File: config.mk
export PLATFORM = sky130hd
export DESIGN_NAME = corner_coord_packer
export DESIGN_NICKNAME = d
export VERILOG_FILES = /design/src/rtl/corner_coord_packer.sv
export SDC_FILE = /design/constraint.sdc
export NUM_CORES = 2
export LEC_CHECK = 0
export ABC_CLOCK_PERIOD_IN_PS = 6600
export CAP_MARGIN = 20
export CORE_MARGIN = 8
export CORE_UTILIZATION = 50
export CTS_CLUSTER_SIZE = 20
export DETAILED_ROUTE_END_ITERATION = 10
export HOLD_SLACK_MARGIN = 0.03
export PLACE_DENSITY_LB_ADDON = 0.3
export SYNTH_ARGS = -nofsm -noshare
export SYNTH_HDL_FRONTEND = slang
export SYNTH_SLANG_ARGS = --single-unit
File: constraint.sdc
create_clock -name i_clk -period 6.6 [get_ports i_clk]
set_input_delay 0.66 -clock i_clk [delete_from_list [all_inputs] [get_ports i_clk]]
set_output_delay 0.66 -clock i_clk [all_outputs]
set_load 0.03 [all_outputs]
File: src/rtl/corner_coord_packer.sv
// Raster position tracker and border filter for NMS corner flags; queues surviving
// corner coordinates plus an end-of-frame marker in a FWFT FIFO drained over valid/ready.
module corner_coord_packer #(
    parameter int RES_X  = 320,
    parameter int RES_Y  = 240,
    parameter int BORDER = 6,
    parameter int DEPTH  = 64,
    parameter int X_W    = $clog2(RES_X),
    parameter int Y_W    = $clog2(RES_Y)
) (
    input  logic           i_clk,
    input  logic           i_rst_n,
    input  logic           i_is_corner,
    input  logic           i_v,
    input  logic           i_sof,
    output logic [X_W-1:0] o_x,
    output logic [Y_W-1:0] o_y,
    output logic           o_last,
    output logic           o_valid,
    input  logic           i_ready,
    output logic           o_overflow,
    output logic [15:0]    o_corner_cnt
);
    localparam int AW = $clog2(DEPTH);

    localparam logic [X_W-1:0] X_LAST = X_W'(RES_X - 1);
    localparam logic [Y_W-1:0] Y_LAST = Y_W'(RES_Y - 1);
    localparam logic [X_W-1:0] X_LO   = X_W'(BORDER);
    localparam logic [X_W-1:0] X_HI   = X_W'(RES_X - BORDER);
    localparam logic [Y_W-1:0] Y_LO   = Y_W'(BORDER);
    localparam logic [Y_W-1:0] Y_HI   = Y_W'(RES_Y - BORDER);

    typedef struct packed {
        logic           last;
        logic [X_W-1:0] x;
        logic [Y_W-1:0] y;
    } entry_t;

    // x_cnt/y_cnt hold the position the next valid sample will take.
    logic [X_W-1:0] x_cnt, s_x, r_x;
    logic [Y_W-1:0] y_cnt, s_y, r_y;
    logic           s_end, s_int;
    logic           r_corner, r_end, r_sof;

    always_comb begin
        s_x   = i_sof ? '0 : x_cnt;
        s_y   = i_sof ? '0 : y_cnt;
        s_end = (s_x == X_LAST) && (s_y == Y_LAST);
        s_int = (s_x >= X_LO) && (s_x < X_HI) && (s_y >= Y_LO) && (s_y < Y_HI);
    end

    always_ff @(posedge i_clk or negedge i_rst_n) begin
        if (!i_rst_n) begin
            x_cnt <= '0;
            y_cnt <= '0;
        end else if (i_v) begin
            if (s_x == X_LAST) begin
                x_cnt <= '0;
                y_cnt <= (s_y == Y_LAST) ? '0 : s_y + 1'b1;
            end else begin
                x_cnt <= s_x + 1'b1;
                y_cnt <= s_y;
            end
        end
    end

    always_ff @(posedge i_clk or negedge i_rst_n) begin
        if (!i_rst_n) begin
            r_corner <= 1'b0;
            r_end    <= 1'b0;
            r_sof    <= 1'b0;
            r_x      <= '0;
            r_y      <= '0;
        end else begin
            r_corner <= i_v & i_is_corner & s_int;
            r_end    <= i_v & s_end;
            r_sof    <= i_v & i_sof;
            r_x      <= s_x;
            r_y      <= s_y;
        end
    end

    entry_t          mem [DEPTH];
    entry_t          head;
    logic [AW:0]     wr_ptr, rd_ptr, fill, fill_c;
    logic [AW-1:0]   m_idx;
    logic            push_c, push_m, pop;

    // One slot is held back from corners so the frame marker can always land.
    always_comb begin
        fill    = wr_ptr - rd_ptr;
        push_c  = r_corner && (fill < (AW+1)'(DEPTH - 1));
        fill_c  = fill + {{AW{1'b0}}, push_c};
        push_m  = r_end && (fill_c < (AW+1)'(DEPTH));
        m_idx   = wr_ptr[AW-1:0] + {{(AW-1){1'b0}}, push_c};
        o_valid = (fill != '0);
        pop     = o_valid & i_ready;
        head    = mem[rd_ptr[AW-1:0]];
        o_x     = o_valid ? head.x    : '0;
        o_y     = o_valid ? head.y    : '0;
        o_last  = o_valid ? head.last : 1'b0;
    end

    always_ff @(posedge i_clk) begin
        if (push_c) mem[wr_ptr[AW-1:0]] <= '{last: 1'b0, x: r_x, y: r_y};
        if (push_m) mem[m_idx]          <= '{last: 1'b1, x: '0, y: '0};
    end

    always_ff @(posedge i_clk or negedge i_rst_n) begin
        if (!i_rst_n) begin
            wr_ptr       <= '0;
            rd_ptr       <= '0;
            o_overflow   <= 1'b0;
            o_corner_cnt <= '0;
        end else begin
            wr_ptr <= wr_ptr + {{AW{1'b0}}, push_c} + {{AW{1'b0}}, push_m};
            rd_ptr <= rd_ptr + {{AW{1'b0}}, pop};
            if ((r_corner && !push_c) || (r_end && !push_m))
                o_overflow <= 1'b1;
            if (r_sof)
                o_corner_cnt <= push_c ? 16'd1 : 16'd0;
            else if (push_c && (o_corner_cnt != 16'hFFFF))
                o_corner_cnt <= o_corner_cnt + 16'd1;
        end
    end
endmodule

* Word-level counts from Yosys, hierarchy flattened
Memory sizes are Yosys's and may differ from the RTL's. Cells that the tools add are included.
Operators by class: $add $sub $neg 9, magnitude comparators 6, equal/unequal tests 3, multiplexer cells 15, bitwise operators 5, reduce and logical (&&, ||, !) cells 14
Operators by type and width (number):
- 2-to-1 mux 16 bit | 2
- 2-to-1 mux 8 bit | 4
- adder 7 x 1 -> 7 bit | 4
- 2-to-1 mux 9 bit | 3
- adder 16 x 1 -> 16 bit (second input constant) | 1
- inequality test 16 bit (second input constant) | 1
- adder 9 x 1 -> 9 bit (second input constant) | 1
- == test 9 bit (second input constant) | 1
- >= comparator 9 x 3 -> 1 bit (second input constant) | 1
- logical AND 1 bit | 9
- < comparator 9 bit (second input constant) | 1
- adder 8 x 1 -> 8 bit (second input constant) | 1
- == test 8 bit (second input constant) | 1
- >= comparator 8 x 3 -> 1 bit (second input constant) | 1
- < comparator 8 bit (second input constant) | 1
- < comparator 7 x 6 -> 1 bit (second input constant) | 1
- < comparator 7 bit (second input constant) | 1
- nonzero test 7 bit | 1
- subtractor 7 bit | 1
- adder 6 x 1 -> 6 bit | 1
- 2-to-1 mux 1 bit | 6
- bitwise AND 1 bit | 5
- zero test 1 bit | 2
- nonzero test 2 bit | 1
- logical OR 1 bit | 1
Storage, ports and cells: register bits after elaboration 68, memory bits (writable) 1152, memories 1
Memory list:
- mem | words 64, bits a word 18, rd ports 1, clocked after Yosys merged registers in 0, wr ports 2, line 83 | entry_t mem [DEPTH];

* Depth between registers and ports, before layout
depth after elaboration 9, depth in mapped cells 24, depth with buffers taken out 18

* Least setup slack after synthesis
OpenSTA, ideal clock, no wires.
kind reg-to-reg, from register wr_ptr[0], to memory mem[27][10] (netlist name), arrival 4.857 ns, required time 6.472 ns, setup slack 1.616 ns, cell stages (with the launch flop) 23, buffers on the path 6, period minus slack after synthesis 4.984 ns, cells stage by stage dfrtp_1 > clkbuf_1 > clkbuf_1 > inv_1 > ha_1 > inv_1 > fa_1 > a211oi_2 > nor2_1 > nor4_1 > buf_2 > buf_2 > a31oi_1 > nand2_1 > inv_1 > ha_1 > ha_1 > xnor2_1 > nand4_1 > clkbuf_1 > nor2_1 > clkbuf_1 > nor2_1
RTL lines:
- start, declared | line 85 | logic [AW:0] wr_ptr, rd_ptr, fill, fill_c;
- start signal, assigned | line 116 | wr_ptr <= wr_ptr + {{AW{1'b0}}, push_c} + {{AW{1'b0}}, push_m};
- end, declared | line 83

* Worst setup path in the final report
from register rd_ptr[0], to output o_y[0]
On the way: word-level cells in the longest chain between the ends 3
RTL lines:
- start, declared | line 85
- start signal, assigned | line 117 | rd_ptr <= rd_ptr + {{AW{1'b0}}, pop};
- subtractor 7 bit | line 91 | fill = wr_ptr - rd_ptr;
- nonzero test 7 bit | line 96 | o_valid = (fill != '0);
- 2-to-1 mux 8 bit (*) | line 100 | o_y = o_valid ? head.y : '0;
- end, declared | line 17 | output logic [Y_W-1:0] o_y,
Every way passes the cells marked *; elsewhere a longest branch is shown, timed or not.

==> impl_metrics.json <==
{
  "outcome": "completed",
  "cts.clk_slew.worst_paths_ps": 60,
  "final_cell_mix": "dfxtp_1, nor2_1, mux2i_1, nand2_1, a21oi_1",
  "numCtsBuffers": 131,
  "worst_setup_path_start_kind": "register",
  "synth_top_area_frac": 0.418,
  "power_density_mw_per_mm2": 328,
  "seq_area_mm2": 0.0248,
  "grt_pass1_vias": 40673,
  "syn_inst": 5537,
  "rsz0062_at_grt": "no",
  "met3_usage": 0.0423,
  "cts_tree": "built",
  "wl_per_cell_um": 23.6,
  "synth_sequential_area_ratio": 0.449,
  "reg2reg_to": "mem[8][7]",
  "vias": 41830,
  "ff2ff_path_depth": 17,
  "die_width_um": 348,
  "syn_area_mm2": 0.0552,
  "cp.required_ps": 5940,
  "ys_warn_count": 0,
  "worst_pin_slew_ps": 1100,
  "end_kind": "primary output",
  "synth_edf_count": 0,
  "hold_violations": 0,
  "synthesis.nets": 5561,
  "skew_ps": 27.5,
  "use_met1": 0.352,
  "vias_per_cell": 6.03,
  "drv_cap": 0,
  "fillCellCount": 9487,
  "gp_congestion": 0.918,
  "hold_path_class": "in -> async",
  "dr.pass1.iters": 6,
  "grt_pass1_wl_um": 250000,
  "timing.fmax_mhz": 169,
  "first_iter_violations": 3950,
  "grt_start_max_net_pins": 106,
  "crit_type": "reg -> out",
  "timing.final.ws_setup_ps": 673,
  "overflow": 0,
  "hpwl_um": 98300,
  "syn_to_final_growth_pct": 10.2,
  "postSynth.asyncResetShare": 0.0557,
  "grtUsageMet2": 0.413,
  "num-nets-final": 5370,
  "grt_usage": 0.262,
  "grt.busiest_layer": "met2",
  "regToRegStartpoint": "wr_ptr[0]",
  "drv_slew": 0,
  "relSlewSlack": 0.264,
  "final_common_cell": "dfxtp_1",
  "ys.flop_type": "dfxtp_1",
  "portBuffers": 41,
  "synth-seq-cells": 1220,
  "preCtsSetupSlack_ps": 847,
  "period_needed_ps": 5930,
  "synth_area_leaders": "dfxtp_1, mux2i_1, mux4_2",
  "antenna_cells": 0,
  "multi_input_area_mm2": 0.0278,
  "fp.coreArea_mm2": 0.110,
  "r2r_slack_ps": 760,
  "path_max_fanout": 105,
  "finalSetupViolCount": 0,
  "cts_root_buffer": "clkbuf_16",
  "antenna_found_initial": 0,
  "crit_arrival_ps": 5270,
  "pin_count": 42,
  "synth_top_cell_by_area": "dfxtp_1",
  "insertion_delay_ps": 750,
  "dieHeight_um": 348,
  "routed_wirelength_um": 164000,
  "netlist-cell-type-count": 76,
  "cts.sinks": 1220,
  "post-route-period-util": 0.898,
  "max-vdd-ir-drop_mv": 0.562,
  "post_cts_buffers": 0,
  "clockBufferDepth": 3,
  "leakage_uw": 0.0229,
  "cts.htree.levels": 4,
  "cts_hold_buf": 0,
  "post_cts_resized": 0,
  "num_rows": 122,
  "setup-tns-final_ps": 0,
  "avgSynthCellArea_um2": 9.97,
  "start_util": 0.501,
  "final_antenna_net_count": 0,
  "drc": 0,
  "die-area_mm2": 0.121,
  "layout-drive-gt1-share": 0.146
}
routing by layer:
metal	vias up	wire, µm	part of all wire
met1	20723	68700	0.42
met4	0	7810	0.048
met2	1695	74700	0.46
met5	-	0	0
met3	362	12500	0.076
li1	19050	-	-
per-stage QoR:
step / total power (µW) / instances / instance area [µm²] / hold WS [ps] / utilization
floorplan: 10900 / 5537 / 55200 / 364 / -
detailed placement: 12500 / 6696 / 56300 / 438 / 0.512
global route: 20500 / 6942 / 60800 / 120 / 0.553
CTS: 19900 / 6937 / 60800 / 61.3 / 0.552
finish: 19900 / 6942 / 60800 / 59.8 / 0.553
global placement: 12500 / 6696 / 56300 / 430 / 0.512
critical path, stage by stage (launching register included):
cell and delay [ps]:
dfrtp_4 450, buf_12 610, buf_4 930, mux4_2 620, a211oi_1 730, nand2_1 270
nand3_1 320, a311oi_1 110, buf_4 230
where the power goes:
group	internal, µW	leakage [µW]	switching (µW)
logic	1390	0.0106	3520
registers	7420	0.0102	107
clock network	4330	0.00219	3170
total	13100	0.0229	6790
how the worst max path moves through the flow:
| stage | from | to | cells after the start |
|---|---|---|---|
| after floorplan | wr_ptr[0] | mem[27][10] | 22 |
| after global placement | wr_ptr[0] | mem[11][7] | 17 |
| after detailed placement | wr_ptr[0] | mem[11][0] | 17 |
| after CTS | rd_ptr[0] | o_y[0] | 8 |
| after global routing | wr_ptr[0] | mem[11][0] | 17 |
| final | rd_ptr[0] | o_y[0] | 8 |
state kept, by name, summed over array words and instances, names as in the netlist:
name and flops:
o_overflow 1, mem 1152, r_sof 1, r_x 9, x_cnt 9, r_end 1
o_corner_cnt 16, r_corner 1, y_cnt 8, wr_ptr 7, r_y 8, rd_ptr 7
cell type report:
class | count | area share
clock buffers | 186 | 0.0628
clock inverters | 55 | 0.0101
inverters | 75 | 0.00463
multi-input cells | 3716 | 0.458
flip-flops and latches | 1220 | 0.408
well taps | 1488 | 0.0306
repair buffers | 202 | 0.0263
Yosys cell counts (18+ instances only):
cell type,count
nor2b_1,21
clkbuf_1,165
a22o_1,21
buf_4,66
and3_1,19
buf_6,31
a211oi_1,36
nand4_1,57
inv_1,75
a221oi_1,18
nand2_1,634
a31oi_1,47
o22ai_1,86
mux2i_1,890
a22oi_1,73
buf_1,73
a21o_1,21
dfrtp_1,68
nor2_1,909
a21oi_1,288
a311o_1,23
nand3_1,65
buf_2,191
nor2_2,32
a311oi_1,20
o21ai_0,23
dfxtp_1,1152
mux4_2,252
kinds of logic after synthesis:
| group | Yosys count | share of synthesized area |
|---|---|---|
| adders and majority gates | 18 | 0.00435 |
| AOI/OAI and AO/OA | 706 | 0.0874 |
| muxes | 1148 | 0.266 |
| DFF | 1220 | 0.449 |
| and+or+nand+nor | 1829 | 0.138 |
| buffers and inverters | 601 | 0.0539 |
| xor gates and xnor gates | 15 | 0.00238 |
No activity file was read; power rests on OpenSTA's default activity.
